**config.mk**
```make
export PLATFORM = sky130hd
export DESIGN_NAME = adxl345_sequencer
export DESIGN_NICKNAME = d
export VERILOG_FILES = /design/src/rtl/adxl345_pkg.sv /design/src/rtl/adxl345_down_counter.sv /design/src/rtl/adxl345_sequencer.sv
export SDC_FILE = /design/constraint.sdc
export NUM_CORES = 1
export LEC_CHECK = 0
export ABC_AREA = 1
export CAP_MARGIN = 20
export CORE_MARGIN = 3
export CORE_UTILIZATION = 25
export CTS_CLUSTER_SIZE = 24
export DETAILED_ROUTE_END_ITERATION = 10
export GPL_TIMING_DRIVEN = 0
export HOLD_SLACK_MARGIN = 0.08
export PLACE_DENSITY = 0.46
export SYNTH_ARGS = -nofsm -noshare
export SYNTH_HDL_FRONTEND = slang
export SYNTH_SLANG_ARGS = --single-unit
```
**constraint.sdc**
```tcl
create_clock -name clk_i -period 2.1 [get_ports clk_i]
set_input_delay 0.42 -clock clk_i [delete_from_list [all_inputs] [get_ports clk_i]]
set_output_delay 0.42 -clock clk_i [all_outputs]
set_load 0.01 [all_outputs]
```
**src/rtl/adxl345_pkg.sv**
```systemverilog
// rtl/adxl345_pkg.sv - ADXL345 register map, sequencer states and shared helpers
package adxl345_pkg;

  localparam logic [5:0] ADDR_BW_RATE     = 6'h2C;
  localparam logic [5:0] ADDR_DATA_FORMAT = 6'h31;
  localparam logic [5:0] ADDR_POWER_CTL   = 6'h2D;
  localparam logic [5:0] ADDR_DATAX0      = 6'h32;
  localparam logic [2:0] READ_BYTES_M1    = 3'd5;

  typedef enum logic [2:0] {
    ST_IDLE,
    ST_CFG_REQ,
    ST_CFG_WAIT,
    ST_GAP,
    ST_READ_REQ,
    ST_READ_WAIT,
    ST_PERIOD_WAIT,
    ST_ERROR
  } seq_state_t;

  function automatic logic [5:0] cfg_addr(input logic [1:0] idx);
    case (idx)
      2'd0:    return ADDR_BW_RATE;
      2'd1:    return ADDR_DATA_FORMAT;
      default: return ADDR_POWER_CTL;
    endcase
  endfunction

endpackage

```
**src/rtl/adxl345_down_counter.sv**
```systemverilog
// rtl/adxl345_down_counter.sv - loadable down counter that saturates at zero
module adxl345_down_counter #(
  parameter int WIDTH = 8
) (
  input  logic             clk_i,
  input  logic             rst_ni,
  input  logic             load_i,
  input  logic [WIDTH-1:0] load_val_i,
  output logic             zero_o
);

  logic [WIDTH-1:0] r_count;

  always_ff @(posedge clk_i or negedge rst_ni) begin
    if (!rst_ni) begin
      r_count <= '0;
    end else if (load_i) begin
      r_count <= load_val_i;
    end else if (r_count != '0) begin
      r_count <= r_count - 1'b1;
    end
  end

  assign zero_o = (r_count == '0);

endmodule

```
**src/rtl/adxl345_sequencer.sv**
```systemverilog
// rtl/adxl345_sequencer.sv - configures the ADXL345 then issues periodic 6-byte XYZ burst reads
module adxl345_sequencer
  import adxl345_pkg::*;
#(
  parameter int unsigned SAMPLE_PERIOD   = 500000,
  parameter int unsigned GAP_CYCLES      = 16,
  parameter int unsigned TIMEOUT_CYCLES  = 4096,
  parameter logic [7:0]  BW_RATE_VAL     = 8'h0A,
  parameter logic [7:0]  DATA_FORMAT_VAL = 8'h0B,
  parameter logic [7:0]  POWER_CTL_VAL   = 8'h08
) (
  input  logic       clk_i,
  input  logic       rst_ni,
  input  logic       enable_i,
  input  logic       busy_i,
  input  logic       complete_i,
  output logic       req_o,
  output logic       re_o,
  output logic       mb_o,
  output logic [5:0] addr_o,
  output logic [7:0] data_o,
  output logic [2:0] remain_byte_o,
  output logic       init_done_o,
  output logic       sample_valid_o,
  output logic       overrun_o,
  output logic       err_o
);

  localparam int PERIOD_W = $clog2(SAMPLE_PERIOD + 1);
  localparam int GAP_W    = $clog2(GAP_CYCLES + 1);
  localparam int WD_W     = $clog2(TIMEOUT_CYCLES + 1);
  localparam logic [PERIOD_W-1:0] PERIOD_RELOAD = PERIOD_W'(SAMPLE_PERIOD - 1);
  localparam logic [GAP_W-1:0]    GAP_RELOAD    = GAP_W'(GAP_CYCLES - 1);
  localparam logic [WD_W-1:0]     WD_RELOAD     = WD_W'(TIMEOUT_CYCLES - 1);

  seq_state_t r_state, w_next;
  logic [1:0] r_cfg_idx;
  logic       r_init_done, r_overrun, r_sample_valid, r_err, r_req, r_re, r_mb;
  logic [5:0] r_addr;
  logic [7:0] r_data;
  logic [2:0] r_remain;

  logic                w_done, w_is_cfg, w_is_read;
  logic                w_period_zero, w_gap_zero, w_wd_zero;
  logic                w_period_to_read, w_period_load, w_wd_load;
  logic [PERIOD_W-1:0] w_period_val;
  logic [7:0]          w_cfg_data;

  assign w_is_cfg  = (r_state == ST_CFG_REQ)  || (r_state == ST_CFG_WAIT);
  assign w_is_read = (r_state == ST_READ_REQ) || (r_state == ST_READ_WAIT);

  always_ff @(posedge clk_i or negedge rst_ni) begin
    if (!rst_ni) begin
      r_state <= ST_IDLE;
    end else begin
      r_state <= w_next;
    end
  end

  // complete_i seen in a REQ state counts as acceptance and completion together
  always_comb begin
    w_next = r_state;
    w_done = 1'b0;
    case (r_state)
      ST_IDLE: begin
        if (enable_i) w_next = r_init_done ? ST_READ_REQ : ST_CFG_REQ;
      end
      ST_CFG_REQ, ST_READ_REQ: begin
        if (busy_i && complete_i) begin
          w_done = 1'b1;
          w_next = (r_state == ST_CFG_REQ) ? ST_GAP : ST_PERIOD_WAIT;
        end else if (busy_i) begin
          w_next = (r_state == ST_CFG_REQ) ? ST_CFG_WAIT : ST_READ_WAIT;
        end else if (w_wd_zero) begin
          w_next = ST_ERROR;
        end
      end
      ST_CFG_WAIT, ST_READ_WAIT: begin
        if (complete_i) begin
          w_done = 1'b1;
          w_next = (r_state == ST_CFG_WAIT) ? ST_GAP : ST_PERIOD_WAIT;
        end else if (w_wd_zero) begin
          w_next = ST_ERROR;
        end
      end
      ST_GAP: begin
        if (w_gap_zero) w_next = (r_cfg_idx == 2'd3) ? ST_PERIOD_WAIT : ST_CFG_REQ;
      end
      ST_PERIOD_WAIT: begin
        if (!enable_i) begin
          w_next = ST_IDLE;
        end else if (w_period_zero && w_gap_zero) begin
          w_next = ST_READ_REQ;
        end
      end
      ST_ERROR: begin
        if (!enable_i) w_next = ST_IDLE;
      end
      default: w_next = ST_IDLE;
    endcase
  end

  assign w_period_to_read = (w_next == ST_READ_REQ) && (r_state != ST_READ_REQ);
  assign w_period_load    = w_period_to_read || ((r_state == ST_GAP) && (w_next == ST_PERIOD_WAIT));
  assign w_period_val     = w_period_to_read ? PERIOD_RELOAD : '0;
  assign w_wd_load        = (w_next != r_state) &&
                            (w_next inside {ST_CFG_REQ, ST_CFG_WAIT, ST_READ_REQ, ST_READ_WAIT});

  // Gap timer restarts on every completion so reads also keep the CS-high gap
  adxl345_down_counter #(.WIDTH(PERIOD_W)) u_period (
    .clk_i      (clk_i),
    .rst_ni     (rst_ni),
    .load_i     (w_period_load),
    .load_val_i (w_period_val),
    .zero_o     (w_period_zero)
  );

  adxl345_down_counter #(.WIDTH(GAP_W)) u_gap (
    .clk_i      (clk_i),
    .rst_ni     (rst_ni),
    .load_i     (w_done),
    .load_val_i (GAP_RELOAD),
    .zero_o     (w_gap_zero)
  );

  adxl345_down_counter #(.WIDTH(WD_W)) u_watchdog (
    .clk_i      (clk_i),
    .rst_ni     (rst_ni),
    .load_i     (w_wd_load),
    .load_val_i (WD_RELOAD),
    .zero_o     (w_wd_zero)
  );

  always_comb begin
    w_cfg_data = POWER_CTL_VAL;
    case (r_cfg_idx)
      2'd0:    w_cfg_data = BW_RATE_VAL;
      2'd1:    w_cfg_data = DATA_FORMAT_VAL;
      default: w_cfg_data = POWER_CTL_VAL;
    endcase
  end

  always_ff @(posedge clk_i or negedge rst_ni) begin
    if (!rst_ni) begin
      r_cfg_idx   <= 2'd0;
      r_init_done <= 1'b0;
      r_overrun   <= 1'b0;
    end else begin
      if ((r_state == ST_IDLE) && (w_next == ST_CFG_REQ)) begin
        r_cfg_idx <= 2'd0;
      end else if (w_done && w_is_cfg) begin
        r_cfg_idx <= r_cfg_idx + 2'd1;
      end
      if (w_next == ST_ERROR) begin
        r_init_done <= 1'b0;
      end else if (w_done && w_is_cfg && (r_cfg_idx == 2'd2)) begin
        r_init_done <= 1'b1;
      end
      if (w_done && w_is_read && w_period_zero) r_overrun <= 1'b1;
    end
  end

  // Command fields are captured while in REQ and then held until the next REQ
  always_ff @(posedge clk_i or negedge rst_ni) begin
    if (!rst_ni) begin
      r_req          <= 1'b0;
      r_err          <= 1'b0;
      r_sample_valid <= 1'b0;
      r_re           <= 1'b0;
      r_mb           <= 1'b0;
      r_addr         <= 6'h00;
      r_data         <= 8'h00;
      r_remain       <= 3'd0;
    end else begin
      r_req          <= (r_state == ST_CFG_REQ) || (r_state == ST_READ_REQ);
      r_err          <= (r_state == ST_ERROR);
      r_sample_valid <= w_done && w_is_read;
      case (r_state)
        ST_CFG_REQ: begin
          r_re     <= 1'b0;
          r_mb     <= 1'b0;
          r_addr   <= cfg_addr(r_cfg_idx);
          r_data   <= w_cfg_data;
          r_remain <= 3'd0;
        end
        ST_READ_REQ: begin
          r_re     <= 1'b1;
          r_mb     <= 1'b1;
          r_addr   <= ADDR_DATAX0;
          r_data   <= 8'h00;
          r_remain <= READ_BYTES_M1;
        end
        ST_IDLE, ST_ERROR: begin
          r_re     <= 1'b0;
          r_mb     <= 1'b0;
          r_addr   <= 6'h00;
          r_data   <= 8'h00;
          r_remain <= 3'd0;
        end
        default: ;
      endcase
    end
  end

  assign req_o          = r_req;
  assign re_o           = r_re;
  assign mb_o           = r_mb;
  assign addr_o         = r_addr;
  assign data_o         = r_data;
  assign remain_byte_o  = r_remain;
  assign init_done_o    = r_init_done;
  assign sample_valid_o = r_sample_valid;
  assign overrun_o      = r_overrun;
  assign err_o          = r_err;

endmodule

```
==> results by group <==
Synth
  • Yosys top cell area share: 41.9%
  • Seq cells post-synth: 56
  • Cell area after synthesis: 3340 sq um
  • Synth cell count leaders: nand2_1 (75), dfrtp_1 (56), nor2_1 (40), inv_1 (38), nand2_2 (26)
  • Post-synth EDFFs: 0
  • Mapped Cells: 397
  • Yosys top cell by area: dfrtp_1
  • Netlist cell types: 47
  • Top cells by area, synth: dfrtp_1 (42%), nand2_1 (8.4%), nand2_2 (4.9%)
  • Ys flop type: dfrtp_1
  • Count leader, synth: nand2_1
  • Yosys warning count: 0
  • Post-synthesis async set-or-reset flop share: 100%
  • Syn avg cell area: 8.42 sq um
  • Seq/Total Area, Yosys: 41.9%

Setup path
  • Slowest CP cell: dfrtp_1
  • CP Max Fanout: 5
  • Cell chain of the critical path: inv_2 > ha_4 > inv_2 > nor3_4 > nand2_2 > nor2_4 > nor2_2 > nor2_4 > a21oi_2 > nor2_2 > nand2_2 > nand2_4 > clkbuf_16 > nand2_2
  • Worst EP required: 2.29 ns
  • CP Launch Type: flip-flop
  • Crit path largest cell delay: 0.40 ns
  • Worst setup EP type: flip-flop
  • Worst EP arrival: 2.19 ns
  • Crit Path Category: reg2reg
  • Most frequent CP cell: nand2_2

Floorplan
  • Starting Density: 26.1%
  • Height of the die: 122 um
  • Die X: 122 um
  • IO Pins: 29
  • Core Rows: 41
  • Die area: 14800 sq um
  • Core area: 12800 sq um

Final layout
  • Layout cells sized above 1: 29.3%
  • Layout area overhead: 27.8%
  • Nets: 466
  • N_diodes: 0
  • Fin cells: 626
  • Post-layout util: 33.3%

Drt
  • DRT iter0 DRCs: 82
  • Vias: 2619
  • DR WL/cell: 11.3 um
  • Detailed-route DRC error count: 0
  • Average vias per placed instance: 4.18
  • Post-route ant nets: 0
  • Pre-antenna DRT Iters: 4
  • Post-Route WL: 7090 um

Flow run
  • MaxCap Viol Count: 0

Timing
  • Final setup viols: 0
  • Max-slew violations: 0
  • Worst-Margin Slew: 0.631 ns
  • RSZ-0062 raised after global routing: true
  • Min cycle time layout: 2.01 ns
  • Total Neg Setup Slack: 0 ns
  • Final Cycle Share: 95.6%
  • Post-Route Skew: 0.00474 ns
  • Fmax: 498 MHz
  • Slew margin rel.: 57.7%
  • WHS: 0.0890 ns
  • Fin. Hold Viols: 0

GRT
  • Initial antenna violation count: 0
  • Vias in the first global route: 2520
  • All-layer global routing usage: 10.1%
  • Congestion Overflow GR: 0
  • First-pass GRT wire length: 12200 um
  • Largest net degree at the start of global routing: 38

Power and ir drop
  • Switching Fraction: 42.7%
  • Clock Power Share: 14.2%
  • Maximum vdd drop: 0.495 mV
  • Sequential share of power: 26.2%
  • Switch Pwr: 2650 uW
  • PwrDens: 1450 nW/um^2
  • Leakage: 0.00198 uW
  • Int Pwr: 3560 uW
  • Comb pwr share: 59.5%

Status
  • Status: completed

Placed design
  • Placer congestion estimate: 0.775
  • Detail Placement HPWL: 5180 um
  • Input/output buffers: 22
  • Post-Place Cells: 597

Clocking
  • Clk buf depth: 2
  • TritonCTS clock tree: yes
  • H-tree Lvls: 2
  • CTS root buf: clkbuf_16
  • Sink Count: 56
  • Insertion delay to the later sink of the worst-skew pair: 0.29 ns
  • Clock buffer count from CTS: 5
  • Clock transition at the registers of the reported paths: 0.07 ns
  • Hold buffers post-CTS: 0

Hold path
  • Tightest Hold Check Type: in2async
[power by group through the flow]
stage	Combinational, uW	Clock, uW	Sequential [uW]
2_1_floorplan	2310	0	1650
3_3_place_gp	3090	0	1640
3_5_place_dp	3120	0	1650
4_1_cts	3200	912	1630
5_1_grt	4130	959	1680
6_report	3700	882	1630
[repair_timing]
action                                 CTS  global route
pin swaps                                5            11
resized for setup                       13            25
buffers inserted                         2            17
setup endpoints to repair               30            32
endpoints found under the hold margin    0             0
gates cloned                             0             2
[final timing paths]
kind	slack, ns	endpoint	depth (start not counted)	start
setup / recovery	0.09	u_watchdog.r_count[7]	14	u_gap.r_count[0]
hold / removal	0.09	addr_o[4]	1	rst_ni
setup reg to reg	0.09	u_watchdog.r_count[7]	14	u_gap.r_count[0]
hold reg to reg	0.48	addr_o[1]	2	addr_o[1]
max in group asynchronous	1.44	u_period.r_count[1]	2	rst_ni
min in group clk_i	0.48	addr_o[1]	2	addr_o[1]
[sequential cells by signal (all words and copies together), names as in the netlist]
signal and cells:
addr_o 5, data_o 3, err_o 1, init_done_o 1, overrun_o 1, r_cfg_idx 2
r_state 3, remain_byte_o 1, req_o 1, sample_valid_o 1, u_gap.r_count 5, u_period.r_count 19
u_watchdog.r_count 13
[critical path, delay by kind of cell (launching register included)]
kind	cells	cell delay [ns]
AND/OR/NAND/NOR	9	1.02
flip-flops	1	0.40
buffers and inverters	3	0.28
adder cells (fa/ha/maj)	1	0.14
AO/OA/AOI/OAI	1	0.07
[layout make-up]
cell class	instances	area, sq um
Fill cell	1352	8550
Clock buffer	6	139
Tap cell	172	215
Inverter	51	204
Sequential cell	56	1400
Buffer	15	130
Clock inverter	2	13.8
Multi-Input combinational cell	280	1750
Timing Repair Buffer	44	418
[stage by stage]
stage               area, sq um  power (uW)  worst slack [ns]
floorplan                  3360        3970             0.138
global placement           3800        4730             -1.36
detailed placement         3810        4760            -0.239
CTS                        4040        5740          0.000128
global route               4270        6770           -0.0653
finish                     4270        6210            0.0934
[cell usage in the layout (no fill, tap or decap), types with 3 or more instances in the layout]
master	instances
nand4_1	6
dlymetal6s2s_1	3
nand2_2	27
nor2_4	7
o21ai_0	9
clkdlybuf4s50_1	18
nor3_1	3
nand2_1	71
nand3_1	21
inv_1	34
xor2_1	17
xnor2_1	9
buf_4	31
nand2_4	8
ha_1	5
clkbuf_16	6
inv_2	13
nand3b_1	3
dfrtp_1	55
nor2_2	9
o31ai_1	8
nand3_2	5
nor2_1	38
conb_1	6
[layer usage]
metal  vias to the layer above  global-route usage, %  wire [um]
li1                       1354                      -          -
met2                        25                   16.5       3220
met4                         0                   3.15         97
met1                      1233                   13.8       3600
met5                         -                      0          0
met3                         7                   1.76        173
[cell families after synthesis]
| logic type | count (synthesis) | synth area share [%] |
|---|---|---|
| buffers and inverters | 66 | 9.76 |
| xor gates and xnor gates | 26 | 6.81 |
| DFF | 56 | 41.9 |
| AOI/OAI and AO/OA | 31 | 6.40 |
| adders and majority gates | 8 | 2.99 |
| other | 1 | 0.112 |
| and+or+nand+nor | 209 | 32.0 |
Power figures use the tool's default switching activity.
